==> config.mk <==
export PLATFORM = sky130hd
export DESIGN_NAME = event_sync_ctrl_flat
export DESIGN_NICKNAME = d
export VERILOG_FILES = /design/src/rtl/event_sync_pkg.sv /design/src/rtl/event_sync_ctrl_if.sv /design/src/rtl/rr_arbiter.sv /design/src/rtl/event_sync_ctrl.sv /design/src/flat_wrapper.sv
export SDC_FILE = /design/constraint.sdc
export NUM_CORES = 1
export LEC_CHECK = 0
export BUFFER_PORTS_ARGS = -buffer_cell sky130_fd_sc_hd__buf_2
export CAP_MARGIN = 10
export CORE_MARGIN = 2
export CORE_UTILIZATION = 47
export DETAILED_ROUTE_END_ITERATION = 10
export PLACE_DENSITY_LB_ADDON = 0.2
export SETUP_SLACK_MARGIN = 0.1
export SLEW_MARGIN = 30
export SYNTH_ARGS = -nofsm -noshare
export SYNTH_HDL_FRONTEND = slang
export SYNTH_SLANG_ARGS = --single-unit
==> constraint.sdc <==
create_clock -name clk -period 2.9 [get_ports clk]
set_input_delay 0.58 -clock clk [delete_from_list [all_inputs] [get_ports clk]]
set_output_delay 0.58 -clock clk [all_outputs]
set_load 0.02 [all_outputs]
==> src/rtl/event_sync_pkg.sv <==
// Shared types, widths and the round-robin pick helper for event_sync_ctrl.
package event_sync_pkg;

  typedef enum logic [0:0] {
    IDLE  = 1'b0,
    BCAST = 1'b1
  } state_e;

  localparam int unsigned SEQ_W    = 8;
  localparam int unsigned MAX_SRC  = 16;
  localparam int unsigned MAX_ID_W = 4;

  // Returns {found, id}: first set bit of pend at or after ptr, wrapping at n.
  function automatic logic [MAX_ID_W:0] rr_pick(input logic [MAX_SRC-1:0]  pend,
                                                 input logic [MAX_ID_W-1:0] ptr,
                                                 input int unsigned         n);
    logic [MAX_ID_W:0] res;
    int unsigned       idx;
    res = '0;
    for (int unsigned k = 0; k < MAX_SRC; k++) begin
      idx = {28'd0, ptr} + k;
      if (idx >= n) begin
        idx = idx - n;
      end
      if ((k < n) && !res[MAX_ID_W] && pend[idx[MAX_ID_W-1:0]]) begin
        res = {1'b1, idx[MAX_ID_W-1:0]};
      end
    end
    return res;
  endfunction

endpackage

==> src/rtl/event_sync_ctrl_if.sv <==
// Trigger, subscription, ack and broadcast signals between producers, waiters and the scheduler.
interface event_sync_ctrl_if #(
  parameter int unsigned N_SRC  = 4,
  parameter int unsigned N_WAIT = 4
);
  import event_sync_pkg::*;

  localparam int unsigned IdW = $clog2(N_SRC);

  logic [N_SRC-1:0]  trig_i;
  logic [N_WAIT-1:0] sub_mask_i;
  logic [N_WAIT-1:0] wait_ack_i;
  logic              ev_valid_o;
  logic [IdW-1:0]    ev_src_o;
  logic [SEQ_W-1:0]  ev_seq_o;
  logic [N_SRC-1:0]  pend_o;
  logic              busy_o;
  logic              drop_o;
  logic              timeout_o;

  modport master (
    output trig_i, sub_mask_i, wait_ack_i,
    input  ev_valid_o, ev_src_o, ev_seq_o, pend_o, busy_o, drop_o, timeout_o
  );

  modport slave (
    input  trig_i, sub_mask_i, wait_ack_i,
    output ev_valid_o, ev_src_o, ev_seq_o, pend_o, busy_o, drop_o, timeout_o
  );

endinterface

==> src/rtl/rr_arbiter.sv <==
// Combinational round-robin arbiter: grants the first request at or after ptr, wrapping.
module rr_arbiter
  import event_sync_pkg::*;
#(
  parameter  int unsigned N   = 4,
  localparam int unsigned IdW = $clog2(N)
) (
  input  logic [N-1:0]   req,
  input  logic [IdW-1:0] ptr,
  output logic           gnt_valid,
  output logic [IdW-1:0] gnt_id
);

  logic [MAX_SRC-1:0]  req_ext;
  logic [MAX_ID_W-1:0] ptr_ext;
  logic [MAX_ID_W:0]   pick;

  always_comb begin
    req_ext             = '0;
    req_ext[N-1:0]      = req;
    ptr_ext             = '0;
    ptr_ext[IdW-1:0]    = ptr;
    pick                = rr_pick(req_ext, ptr_ext, N);
  end

  assign gnt_valid = pick[MAX_ID_W];
  assign gnt_id    = IdW'(pick[MAX_ID_W-1:0]);

endmodule

==> src/rtl/event_sync_ctrl.sv <==
// Serialises trigger requests onto one broadcast event held until all subscribed waiters ack.
// Optional broadcast watchdog enabled by defining EVENT_SYNC_TIMEOUT_EN.
module event_sync_ctrl
  import event_sync_pkg::*;
#(
  parameter int unsigned N_SRC   = 4,
  parameter int unsigned N_WAIT  = 4,
  parameter int unsigned TIMEOUT = 16
) (
  input logic             clk,
  input logic             rst,
  event_sync_ctrl_if.slave bus
);

  localparam int unsigned    IdW    = $clog2(N_SRC);
  localparam logic [IdW-1:0] LastId = IdW'(N_SRC - 1);

  state_e            state_q, state_d;
  logic [N_SRC-1:0]  pend_q, pend_d;
  logic [IdW-1:0]    rr_ptr_q;
  logic [IdW-1:0]    ev_src_q;
  logic [N_WAIT-1:0] ack_need_q;
  logic [N_WAIT-1:0] ack_got_q;
  logic [N_WAIT-1:0] ack_now;
  logic [SEQ_W-1:0]  seq_q;
  logic              drop_q;

  logic              gnt_valid;
  logic [IdW-1:0]    gnt_id;
  logic              grant;
  logic              done;
  logic              timeout;
  logic              bcast_end;

  rr_arbiter #(
    .N(N_SRC)
  ) u_arb (
    .req      (pend_q),
    .ptr      (rr_ptr_q),
    .gnt_valid(gnt_valid),
    .gnt_id   (gnt_id)
  );

  assign ack_now = bus.wait_ack_i & ack_need_q;
  assign grant   = (state_q == IDLE) && gnt_valid;
  // Same-cycle acks count, so an empty mask or a final ack completes without an extra cycle.
  assign done    = (state_q == BCAST) && ((ack_got_q | ack_now) == ack_need_q);

`ifdef EVENT_SYNC_TIMEOUT_EN
  localparam int unsigned CntW = $clog2(TIMEOUT + 1);

  logic [CntW-1:0] cnt_q;

  assign timeout = (state_q == BCAST) && !done && (cnt_q == CntW'(TIMEOUT - 1));

  always_ff @(posedge clk) begin
    if (rst || grant) begin
      cnt_q <= '0;
    end else if (state_q == BCAST) begin
      cnt_q <= cnt_q + CntW'(1);
    end
  end
`else
  logic unused_timeout;
  assign unused_timeout = ^TIMEOUT;
  assign timeout        = 1'b0;
`endif

  assign bcast_end = done || timeout;

  // A grant clears the winner's bit even if it retriggers that cycle; that retrigger coalesces.
  always_comb begin
    pend_d = pend_q | bus.trig_i;
    if (grant) begin
      pend_d[gnt_id] = 1'b0;
    end
  end

  always_ff @(posedge clk) begin
    if (rst) begin
      state_q <= IDLE;
    end else begin
      state_q <= state_d;
    end
  end

  always_comb begin
    state_d = state_q;
    unique case (state_q)
      IDLE:    if (gnt_valid) state_d = BCAST;
      BCAST:   if (bcast_end) state_d = IDLE;
      default: state_d = IDLE;
    endcase
  end

  always_comb begin
    bus.ev_valid_o = (state_q == BCAST);
    bus.busy_o     = (state_q != IDLE);
    bus.timeout_o  = timeout;
    bus.ev_src_o   = ev_src_q;
    bus.ev_seq_o   = seq_q;
    bus.pend_o     = pend_q;
    bus.drop_o     = drop_q;
  end

  always_ff @(posedge clk) begin
    if (rst) begin
      pend_q     <= '0;
      rr_ptr_q   <= '0;
      ev_src_q   <= '0;
      ack_need_q <= '0;
      ack_got_q  <= '0;
      seq_q      <= '0;
      drop_q     <= 1'b0;
    end else begin
      pend_q <= pend_d;
      drop_q <= |(bus.trig_i & pend_q);
      if (grant) begin
        ev_src_q   <= gnt_id;
        ack_need_q <= bus.sub_mask_i;
        ack_got_q  <= '0;
      end else if (state_q == BCAST) begin
        ack_got_q <= ack_got_q | ack_now;
        if (bcast_end) begin
          seq_q    <= seq_q + SEQ_W'(1);
          rr_ptr_q <= (ev_src_q == LastId) ? '0 : ev_src_q + IdW'(1);
        end
      end
    end
  end

endmodule
==> src/flat_wrapper.sv <==
// flat-port wrapper written by rule: the top's interface ports become plain ports
module event_sync_ctrl_flat import event_sync_pkg::*;
#(
  parameter int unsigned N_SRC   = 4,
  parameter int unsigned N_WAIT  = 4,
  parameter int unsigned TIMEOUT = 16
)
  (clk, rst, bus_trig_i, bus_sub_mask_i, bus_wait_ack_i, bus_ev_valid_o, bus_ev_src_o, bus_ev_seq_o, bus_pend_o, bus_busy_o, bus_drop_o, bus_timeout_o);
  event_sync_ctrl_if #(.N_SRC(N_SRC), .N_WAIT(N_WAIT)) bus_i ();
  input logic clk;
  input logic rst;
  input wire logic [$bits(bus_i.trig_i)-1:0] bus_trig_i;
  input wire logic [$bits(bus_i.sub_mask_i)-1:0] bus_sub_mask_i;
  input wire logic [$bits(bus_i.wait_ack_i)-1:0] bus_wait_ack_i;
  output wire logic [$bits(bus_i.ev_valid_o)-1:0] bus_ev_valid_o;
  output wire logic [$bits(bus_i.ev_src_o)-1:0] bus_ev_src_o;
  output wire logic [$bits(bus_i.ev_seq_o)-1:0] bus_ev_seq_o;
  output wire logic [$bits(bus_i.pend_o)-1:0] bus_pend_o;
  output wire logic [$bits(bus_i.busy_o)-1:0] bus_busy_o;
  output wire logic [$bits(bus_i.drop_o)-1:0] bus_drop_o;
  output wire logic [$bits(bus_i.timeout_o)-1:0] bus_timeout_o;
  assign bus_i.trig_i = bus_trig_i;
  assign bus_i.sub_mask_i = bus_sub_mask_i;
  assign bus_i.wait_ack_i = bus_wait_ack_i;
  assign bus_ev_valid_o = bus_i.ev_valid_o;
  assign bus_ev_src_o = bus_i.ev_src_o;
  assign bus_ev_seq_o = bus_i.ev_seq_o;
  assign bus_pend_o = bus_i.pend_o;
  assign bus_busy_o = bus_i.busy_o;
  assign bus_drop_o = bus_i.drop_o;
  assign bus_timeout_o = bus_i.timeout_o;
  event_sync_ctrl #(.N_SRC(N_SRC), .N_WAIT(N_WAIT), .TIMEOUT(TIMEOUT)) u_core (.clk(clk), .rst(rst), .bus(bus_i));
endmodule
# --- Word level (Yosys, flattened, before mapping) ---
# Cells that the tools add are included.
word_totals:
  regBits: 26
  in_bits: 14
classes:
  n_addsub: 9
  n_lt_le_gt_ge: 10
  n_eq_ne: 2
  muxes: 23
  n_bitwise: 8
  n_reduce_logical: 12
ops:
  columns: ["op", "n"]
  rows:
  - ["4-bit by 5-bit < comparator with 1-bit output, second input constant", 4]
  - ["4-bit 2-to-1 mux", 5]
  - ["5-bit 2-to-1 mux", 4]
  - ["1-bit binary-select mux with 4-bit select", 4]
  - ["4-bit bitwise AND", 3]
  - ["3-bit by 3-bit subtractor with 4-bit output, second input constant", 3]
  - ["3-bit >= comparator, second input constant", 3]
  - ["8-bit by 1-bit adder with 8-bit output, second input constant", 1]
  - ["4-bit bitwise OR", 2]
  - ["1-bit 2-to-1 mux", 7]
  - ["2-bit by 2-bit adder with 3-bit output, second input constant", 2]
  - ["1-bit logical AND", 6]
  - ["4-bit equality test", 1]
  - ["4-bit inverter", 1]
  - ["4-bit OR reduction", 1]
  - ["2-bit by 3-bit subtractor with 4-bit output, second input constant", 1]
  - ["2-bit by 1-bit adder with 3-bit output, second input constant", 1]
  - ["2-bit by 3-bit >= comparator with 1-bit output, second input constant", 1]
  - ["1-bit zero test", 3]
  - ["2-bit by 3-bit < comparator with 1-bit output, second input constant", 1]
  - ["3-bit AND reduction", 1]
  - ["2-bit by 1-bit adder with 2-bit output, second input constant", 1]
  - ["1-bit demux with 2-bit select", 1]
  - ["2-bit equality test, second input constant", 1]
  - ["other kinds (5)", 6]

# --- Longest topological paths before layout ---
# Gate-level depths: netlist (run 1).
depth:
  word_depth: 21
  depth_mapped: 9

# --- Cells and area by module ---
# A second synthesis (run 1) with hierarchy kept.
hier_totals:
  hier_cells: 172
  hier_area_um2: 1500.2
modules_own_cells:
  columns: ["mod", "n_inst", "cells_each", "area_per_inst_um2", "seq_area_each_um2"]
  rows:
  - ["event_sync_ctrl", 1, 133, 1189.9, 520.5]
  - ["rr_arbiter", 1, 39, 310.3, 0.0]

# --- Worst setup path after synthesis (run 1) ---
# No wires, ideal clock.
synth_timing:
  path_type: "reg-to-reg"
  startpoint: "register u_core.rr_ptr_q[0]"
  endpoint: "register u_core.ack_need_q[0]"
  setup_time_ns: 0.128
  arrival_time_ns: 2.057
  required_time_ns: 2.772
  setup_slack_ns: 0.716
  stages_incl_launch_ff: 9
  n_path_buf: 2
  synth_period_minus_slack_ns: 2.184
  cell_sequence: "dfxtp_1 buf_6 inv_1 ha_1 or3_1 a41oi_2 buf_6 mux2i_1 nor2_1"
synth_via:
  elab_chain_cells: 15
  elab_cells_between_ends: 34
synth_rtl:
  columns: ["item", "line", "rtl"]
  rows:
  - ["start, declared", "event_sync_ctrl.sv:20", "logic [IdW-1:0] rr_ptr_q;"]
  - ["start signal, assigned", "event_sync_ctrl.sv:126", "rr_ptr_q <= (ev_src_q == LastId) ? '0 : ev_src_q + IdW'(1);"]
  - ["parallel branches: the longest is 13 deep, another holds 3-bit by 3-bit subtractor with 4-bit output", null, null]
  - ["5-bit 2-to-1 mux (*)", "event_sync_pkg.sv:25", "if ((k < n) && !res[MAX_ID_W] && pend[idx[MAX_ID_W-1:0]]) begin"]
  - ["1-bit logical AND (*)", "event_sync_ctrl.sv:45", "assign grant = (state_q == IDLE) && gnt_valid;"]
  - ["end signal, assigned", "event_sync_ctrl.sv:120", "ack_need_q <= bus.sub_mask_i;"]
  - ["end, declared", "event_sync_ctrl.sv:22", "logic [N_WAIT-1:0] ack_need_q;"]
# Every way passes the cells marked *. The select of a mux whose other input is x is not followed.
# A chain may end at the register's enable or synchronous reset.

# --- Worst setup path in the final report (run 1) ---
layout_timing:
  startpoint: "register u_core.rr_ptr_q[1]"
  endpoint: "register u_core.ack_got_q[2]"
layout_via:
  elab_chain_cells: 16
  elab_cells_between_ends: 35
layout_rtl:
  columns: ["item", "line", "rtl"]
  rows:
  - ["parallel branches: the longest is 13 deep, another holds 3-bit by 3-bit subtractor with 4-bit output", null, null]
  - ["5-bit 2-to-1 mux (*)", "event_sync_pkg.sv:25", null]
  - ["1-bit logical AND (*)", "event_sync_ctrl.sv:45", null]
  - ["2-bit OR reduction (no line) (*)", null, null]
  - ["end signal, assigned", "event_sync_ctrl.sv:123", "ack_got_q <= ack_got_q | ack_now;"]
  - ["end, declared", "event_sync_ctrl.sv:23", "logic [N_WAIT-1:0] ack_got_q;"]
# Marks and branches as above.

==> reports/metrics.cfg, run 1 <==
[die]
start_util=0.498
io_pins=32
die-area_um2=3700
die_x_um=60.9
die_h_um=60.9
num_rows=20
core_um2=3050

[setup_path]
crit_arrival_ps=2880
cp.required_ps=3160
worst-path-buf-inv=2
cp.depth=8
end_kind=register
crit_end=u_core.ack_got_q[2]
worst-setup-path-type=register to register
r2r_start=u_core.rr_ptr_q[1]
max_stage_delay_ps=530
ff2ff_path_depth=8
cp_cell_sequence=inv_1 -> ha_1 -> mux4_2 -> a21oi_1 -> a41oi_2 -> buf_4 -> or2_1 -> nor2_1
cp_slowest_cell=dfxtp_1
rr_endpoint=u_core.ack_got_q[2]
crit_path_start=u_core.rr_ptr_q[1]
critPathLaunchType=register
critPathMaxFanout=8
regToRegSetupSlack_ps=280
crit_family=flip-flops

[routing]
dr.pass1.iters=4
wl_met3_um=151
drt_iter0_drc=47
drc=0
drtAntennaViolNets=0
wl_met2_um=1580
vias_per_cell=5.53
topRoutingLayerUsed=met3
num_vias=1282
post_drt_wl_per_cell_um=13.8
wl_met1_um=1460
wl_um=3200

[sta]
hold_violations=0
min_period_ps=2620
max_freq_mhz=382
maxSlewViolCount=0
timing.setup.tns_ps=0
rsz0062_at_grt=no
post-route-period-util=0.904
clock_skew_ps=2.73
setup_viol=0

[synthesis]
syn_inst=159
ys.flop_type=dfxtp_1
synth_area_um2=1520
ys_warn_count=0
ys_seq_elements=26
synth_edf_count=0
synth_nets=179
synth_cell_types=50
avgSynthCellArea_um2=9.55
yosysSeqAreaShare=0.343
async_flop_share=0

[worst_hold_path]
hold_path.class=primary input to register
min-delay-start=bus_sub_mask_i[1]
hold_path_depth=3

[pwr]
ir_drop_mv=0.490
pwr_density_cell_nw_per_um2=1090
power_leakage_nw=0.716

[clock_network]
insertion_delay_ps=310
ctsResizeCount=0
cts_hold_buf=0
clk_pin_slew_ps=140
cts_buffer_depth=2
cts_inserted_buffers=3
htree_num_levels=1
cts_root_buffer=clkbuf_4
post-cts-setup-buffers=0
clkSinkCount=26
cts_tree=built

[placed_design]
dp_hpwl_um=2460
io_buffers=30
dpl-instance-area_um2=1690
gp_congestion=0.809

[finish]
drive_gt1_frac=0.287
nFillCells=301
final_cell_mix=buf_2 (30), nor2_1 (28), dfxtp_1 (26), mux2i_1 (12), inv_1 (8)
area_growth_pct=13.4
nets=209
diodes=0
final_common_cell=buf_2
fin_area_um2=1720

[grt]
grt_max_degree=26
grt_pass1_wl_um=5110
grt_pass1_vias=1153
grt_usage=0.181
antenna_found_initial=0
grt-ovfl-total=0

[run]
drv_cap=0

[status]
status=completed

-- cell usage after synthesis, types with 3 or more instances --
cell | n | share of area
nor2_1 | 28 | 0.069
mux2i_1 | 12 | 0.079
nand3_1 | 3 | 0.0099
inv_1 | 8 | 0.020
dfxtp_1 | 26 | 0.34
a31oi_1 | 6 | 0.025
nand2_1 | 4 | 0.0099
buf_4 | 4 | 0.020
ha_1 | 6 | 0.049
mux4_2 | 3 | 0.044
a21oi_1 | 5 | 0.016
nor2b_1 | 4 | 0.016
-- worst min path at each step --
stage,slack (ps),to
after floorplan,450,u_core.ack_got_q[3]
after global placement,470,u_core.ack_got_q[3]
after detailed placement,490,u_core.ack_got_q[3]
after CTS,480,u_core.ack_need_q[1]
after global routing,480,u_core.ack_need_q[3]
final,490,u_core.ack_need_q[1]
-- power breakdown --
part | switching [mW] | leakage, nW | internal [mW]
clock | 0.103 | 0.0210 | 0.0767
sequential | 0.129 | 0.213 | 0.445
combinational | 0.611 | 0.482 | 0.508
total | 0.843 | 0.716 | 1.03
-- registers in the layout (all words and copies together), names as in the netlist --
register             count
u_core.bus.pend_o        4
u_core.bus.ev_src_o      2
u_core.bus.busy_o        1
u_core.rr_ptr_q          2
u_core.bus.ev_seq_o      8
u_core.ack_got_q         4
u_core.ack_need_q        4
u_core.bus.drop_o        1
-- metrics by stage --
stage	cells	hold slack (ps)	utilization	power, mW	setup slack [ps]
CTS	232	479	0.564	1.88	284
floorplan	159	452	-	1.47	716
detailed placement	228	488	0.552	1.69	327
finish	232	489	0.564	1.87	279
global placement	228	466	0.552	1.65	452
global route	232	483	0.564	2.01	144
-- layer usage --
metal / up-vias / GRT usage
met2: 33 / 0.330
li1: 640 / -
met3: 0 / 0.0448
met1: 609 / 0.224
met5: - / 0
met4: 0 / 0.0186
-- tightest hold or removal path: cells and delay by family --
family	cells	cell delay, ps
multiplexers	1	50
buffers and inverters	1	70
AND/OR/NAND/NOR	1	70
-- logic make-up (layout without fill, tap and decap cells) --
group,count (synthesis),after routing,share of synthesized area
muxes,18,18,0.146
DFF,26,26,0.343
xor gates and xnor gates,2,2,0.0115
buffers and inverters,17,46,0.0626
and+or+nand+nor,59,59,0.207
adders and majority gates,6,6,0.0494
AOI/OAI and AO/OA,30,30,0.179
other,1,1,0.00247
-- area by class of cell --
cell class / count / area, um^2 / share of cell area
multi-input cells: 116 / 903 / 0.524
repair buffers: 33 / 173 / 0.100
well taps: 44 / 55.1 / 0.0320
clock buffers: 4 / 36.3 / 0.0211
inverters: 9 / 35.0 / 0.0203
flip-flops and latches: 26 / 520 / 0.302
No activity file was read; power rests on OpenSTA's default activity.
==> run 2: changes to the inputs <==
- ABC_AREA: default -> 1
- SYNTH_HIERARCHICAL: default -> 1
==> run 2 against run 1 <==
  * Area after synthesis rose by 4.5%
  * Highest routed layer is now met4
  * Non-clock buffer count fell by 2
  * Final area is 3.6% higher
  * Die area grew 4.2%
  * Setup slack improved by 160 ps
  * Via count rose by 14%
  * Sequential power decreased by 2%
==> reports/metrics.cfg, run 2 <==
[grt]
grt_max_degree=16
grt_usage=0.175
busiest_layer=met2
grt_pass1_vias=1280
grt-ovfl-total=0
grt_util_met3=0.0163
antenna_found_initial=0
met1_usage=0.233
grt_util_met2=0.298
grt_pass1_wl_um=5590

[clock_network]
cts_buffer_depth=2
clk_pin_slew_ps=140
cts_hold_buf=0
cts_tree=built
cts_root_buffer=clkbuf_4
cts_inserted_buffers=3
clkSinkCount=26
post-cts-setup-buffers=0
htree_num_levels=1
ctsResizeCount=0
insertion_delay_ps=320

[placed_design]
dpl-instance-area_um2=1730
dp_hpwl_um=2490
gp_congestion=0.837
dp_cells=297
io_buffers=30

[setup_path]
r2r_start=u_core/rr_ptr_q[0]
cp_cell_sequence=inv_8 -> ha_1 -> inv_1 -> nand3_2 -> nand3_2 -> nand2_2 -> nor2_4 -> nand2_1 -> inv_1 -> nor2_4 -> clkinv_1 -> o21ai_0 -> a21oi_1
worst-setup-path-type=register to register
cp.required_ps=3130
end_kind=register
crit_path_start=u_core/rr_ptr_q[0]
critPathLaunchType=register
critPathMaxFanout=12
max_stage_delay_ps=680
cp_slowest_cell=dfxtp_1
regToRegSetupSlack_ps=440
ff2ff_path_depth=13
rr_endpoint=u_core/ack_need_q[3]
crit_arrival_ps=2700

[worst_hold_path]
hold_path_depth=3
min_to=u_core/ack_need_q[2]
min-delay-start=bus_sub_mask_i[2]
hold_path.class=primary input to register

[routing]
dr.pass1.iters=4
drc=0
num_vias=1464
drtAntennaViolNets=0
post_drt_wl_per_cell_um=10.9
wl_um=3280
drt_iter0_drc=64
vias_per_cell=4.86

[synthesis]
ys_seq_elements=26
synth_nets=248
yosysTopAreaCell=dfxtp_1
synth_area_um2=1590
async_flop_share=0
synth_edf_count=0
synthTopCellsByArea=dfxtp_1 (33%), nand2_1 (13%), nand3_1 (6.9%), inv_1 (6.9%), a21oi_1 (5.7%)
ys_warn_count=6
yosysSeqAreaShare=0.328
ys.flop_type=dfxtp_1
avgSynthCellArea_um2=6.96
synth_cell_types=31
syn_inst=228
synthTopCellsByCount=nand2_1 (53), inv_1 (29), dfxtp_1 (26)
yosysMostFrequentCell=nand2_1
yosysTopAreaCellShare=0.328

[die]
num_rows=21
core_um2=3280
start_util=0.483
io_pins=32
die-area_um2=3860
die_x_um=62.1
die_h_um=62.1

[pwr]
power_leakage_nw=0.833
ir_drop_mv=0.582
design_power_total_mw=1.87
pwr_density_cell_nw_per_um2=1050

[finish]
fin_cells=301
nets=276
nFillCells=340
drive_gt1_frac=0.227
final_common_cell=nand2_1
area_growth_pct=12.5
fin_area_um2=1790
diodes=0
multi_input_area_um2=866
regArea_um2=520
final_core_util=0.544
final_cell_mix=nand2_1 (53), buf_2 (30), inv_1 (29), dfxtp_1 (26), nand3_1 (22)
largest_reg_flops=8

[sta]
clock_skew_ps=1.52
rsz0062_at_grt=no
setup_viol=0
min_period_ps=2460
timing.setup.tns_ps=0
max_freq_mhz=406
worst-slew-pin-transition_ps=531
maxSlewViolCount=0
hold_violations=0
slew_headroom=0.645
post-route-period-util=0.850

[status]
status=completed

[run]
drv_cap=0

## run 2: changes by cell type after synthesis, moves of 3 or more
cell,previous run,this run
nand2_2,0,7
inv_1,8,29
nand3_1,3,22
nand3_2,0,6
mux2i_1,12,0
nor2_1,28,17
o21ai_0,1,9
nand2_1,4,53
nor2b_1,4,0
a21oi_1,5,18
mux4_2,3,0
## run 2: layout make-up
class / instances / share of cell area
multi-input cells: 161 / 0.485
flip-flops and latches: 26 / 0.292
repair buffers: 31 / 0.0883
inverters: 33 / 0.0736
well taps: 46 / 0.0322
clock inverters: 1 / 0.0168
clock buffers: 3 / 0.0126
## run 2: worst max-delay path by stage
stage / end / slack, ps / cells after the start
6_report: u_core/ack_need_q[3] / 440 / 13
3_5_place_dp: u_core/ack_got_q[0] / 460 / 13
5_1_grt: u_core/ack_need_q[1] / 180 / 13
3_3_place_gp: u_core/ack_got_q[1] / 530 / 13
4_1_cts: u_core/ack_need_q[3] / 450 / 13
2_1_floorplan: u_core/ack_need_q[0] / 830 / 14
## run 2: metrics by stage
stage	hold slack (ps)	setup slack, ps
after floorplan	444	831
after global placement	459	528
after detailed placement	460	459
after CTS	471	446
after global routing	484	179
final	478	435
## run 2: power by group
part | internal (mW) | switching (mW) | total [mW]
combinational | 0.346 | 0.706 | 1.05
clock | 0.140 | 0.112 | 0.251
sequential | 0.442 | 0.123 | 0.565
total | 0.928 | 0.941 | 1.87
## run 2: logic make-up (layout without fill, tap and decap cells)
kind of cell,after synthesis,after routing,synth area share
other cells,1,1,0.00236
buf+inv,41,68,0.127
compound gates,36,36,0.125
simple gates,115,115,0.355
xor+xnor,3,3,0.0166
fa+ha+maj,6,6,0.0473
flops,26,26,0.328
## run 2: critical path, delay by kind of cell (launching register included)
kind                       cells  cell delay, ps
buffers and inverters          4             490
AOI/OAI and AO/OA              2             290
adders and majority gates      1             360
DFF                            1             680
and+or+nand+nor                6             530
## run 2: layer usage
layer | wire length, um | vias to the layer above
met5 | 0 | -
met4 | 36 | 0
met3 | 104 | 4
met2 | 1530 | 26
met1 | 1610 | 651
li1 | - | 783
==> run 3: changes to the inputs <==
- clock period: 2.9 -> 2.3 ns (I/O delays scaled with it)
==> run 3 against run 2 <==
  * Clock skew about the same
  * Routed wire length up 2.3%
  * Setup slack worse by 80 ps
  * Sequential share of layout area down 0.41 points
  * Total power up 25%
  * Register-to-register slack worse by 80 ps
  * Final cell count up 1.0%
  * Critical path type unchanged
  * Critical endpoint is now u_core/bus.pend_o[3]
  * Largest power group unchanged
==> reports/metrics.cfg, run 3 (synthesis gave the netlist of run 2 again) <==
[die]
io_pins=32
num_rows=21
die_h_um=62.1
die_x_um=62.1
start_util=0.483
core_um2=3280
die-area_um2=3860

[finish]
final_core_util=0.553
largest_reg_flops=8
nets=279
final_cell_mix=nand2_1 (52), buf_2 (30), inv_1 (29), dfxtp_1 (25), nand3_1 (22)
diodes=0
area_growth_pct=14.3
final_common_cell=nand2_1
drive_gt1_frac=0.256
fin_area_um2=1820

[routing]
num_vias=1456
post_drt_wl_per_cell_um=11.0
drc=0
drt_iter0_drc=62
vias_per_cell=4.79
dr.pass1.iters=4
drtAntennaViolNets=0
wl_um=3350

[setup_path]
crit_family=simple AND/OR/NAND/NOR gates
path_common_cell=inv_1
critPathLaunchType=register
worst-path-buf-inv=4
end_kind=register
crit_arrival_ps=2170
critPathMaxFanout=7
cp_cell_sequence=inv_1 -> ha_4 -> inv_1 -> nand3_2 -> nand3_2 -> nand2_2 -> nor2_4 -> nand2_1 -> inv_1 -> nor2_4 -> nand2_1 -> o221ai_1 -> inv_1
max_stage_delay_ps=360
cp_slowest_cell=dfxtp_1
cp.required_ps=2530
worst-setup-path-type=register to register

[clock_network]
post-cts-setup-buffers=0
cts_tree=built
clk_pin_slew_ps=140
htree_num_levels=1
cts_root_buffer=clkbuf_4
insertion_delay_ps=320
clkSinkCount=26
cts_buffer_depth=2
cts_inserted_buffers=3
cts_hold_buf=0

[worst_hold_path]
hold_path.class=primary input to register

[sta]
clock_skew_ps=1.86
min_period_ps=1940
setup_viol=0
maxSlewViolCount=0
hold_violations=0
timing.setup.tns_ps=0
max_freq_mhz=514
rsz0062_at_grt=no
post-route-period-util=0.845
hold_ws_ps=365

[pwr]
power_leakage_nw=0.847
pwr_density_cell_nw_per_um2=1290
ir_drop_mv=0.755

[grt]
grt_pass1_wl_um=5730
antenna_found_initial=0
grt-ovfl-total=0
grt_max_degree=15
grt_usage=0.180
grt_pass1_vias=1287

[placed_design]
gp_congestion=0.792
dpl-instance-area_um2=1760
dp_hpwl_um=2460
io_buffers=30

[status]
status=completed

[run]
drv_cap=0

run 3: changes by cell type in the layout (fill, tap and decap cells not counted), sizes merged:
cell and change:
clkbuf +1, buf +3, inv +1, bufinv -1
clkinv -1
run 3: repair_timing:
| item | 4_1_cts | 5_1_grt |
|---|---|---|
| gates resized for setup | 1 | 5 |
| endpoints found under the setup margin | 7 | 9 |
| pin swaps | 0 | 0 |
run 3: worst register-to-register path, delay by kind of cell (launching register included):
family | cells | cell delay (ps)
flops | 1 | 360
fa+ha+maj | 1 | 310
simple gates | 7 | 690
buf+inv | 4 | 320
compound gates | 1 | 180
run 3: final cells by class:
cell class	instances	area (um^2)
multi-input cells	161	886
well taps	46	57.6
inverters	33	134
clock buffers	4	36.3
repair buffers	34	180
flip-flops and latches	26	522
fillers	330	1470
run 3: worst paths after layout:
kind / endpoint / slack, ps / cells after the start / startpoint
hold reg to reg: u_core/ack_got_q[3] / 480 / 2 / u_core/ack_got_q[3]
setup / recovery: u_core/bus.pend_o[3] / 360 / 13 / u_core/rr_ptr_q[1]
setup reg to reg: u_core/bus.pend_o[3] / 360 / 13 / u_core/rr_ptr_q[1]
hold / removal: u_core/ack_need_q[2] / 370 / 3 / bus_sub_mask_i[2]
run 3: stage by stage:
| step | total power [mW] | setup WS (ps) | instances |
|---|---|---|---|
| floorplan | 1.81 | 231 | 228 |
| global placement | 2.05 | 183 | 300 |
| detailed placement | 2.06 | 99.9 | 300 |
| CTS | 2.30 | 205 | 304 |
| global route | 2.55 | 105 | 304 |
| finish | 2.34 | 356 | 304 |
run 3: power breakdown:
group          internal [mW]  switching, mW  total [mW]
sequential             0.559          0.127       0.687
clock                 0.0968          0.140       0.236
combinational          0.481          0.931        1.41
total                   1.14           1.20        2.34
run 3: per-layer routing:
layer	track usage	part of all wire	vias to the layer above
li1	-	-	786
met1	0.240	0.49	649
met2	0.306	0.48	19
met3	0.0163	0.023	2
met4	0.0667	0.0072	0
met5	0	0	-
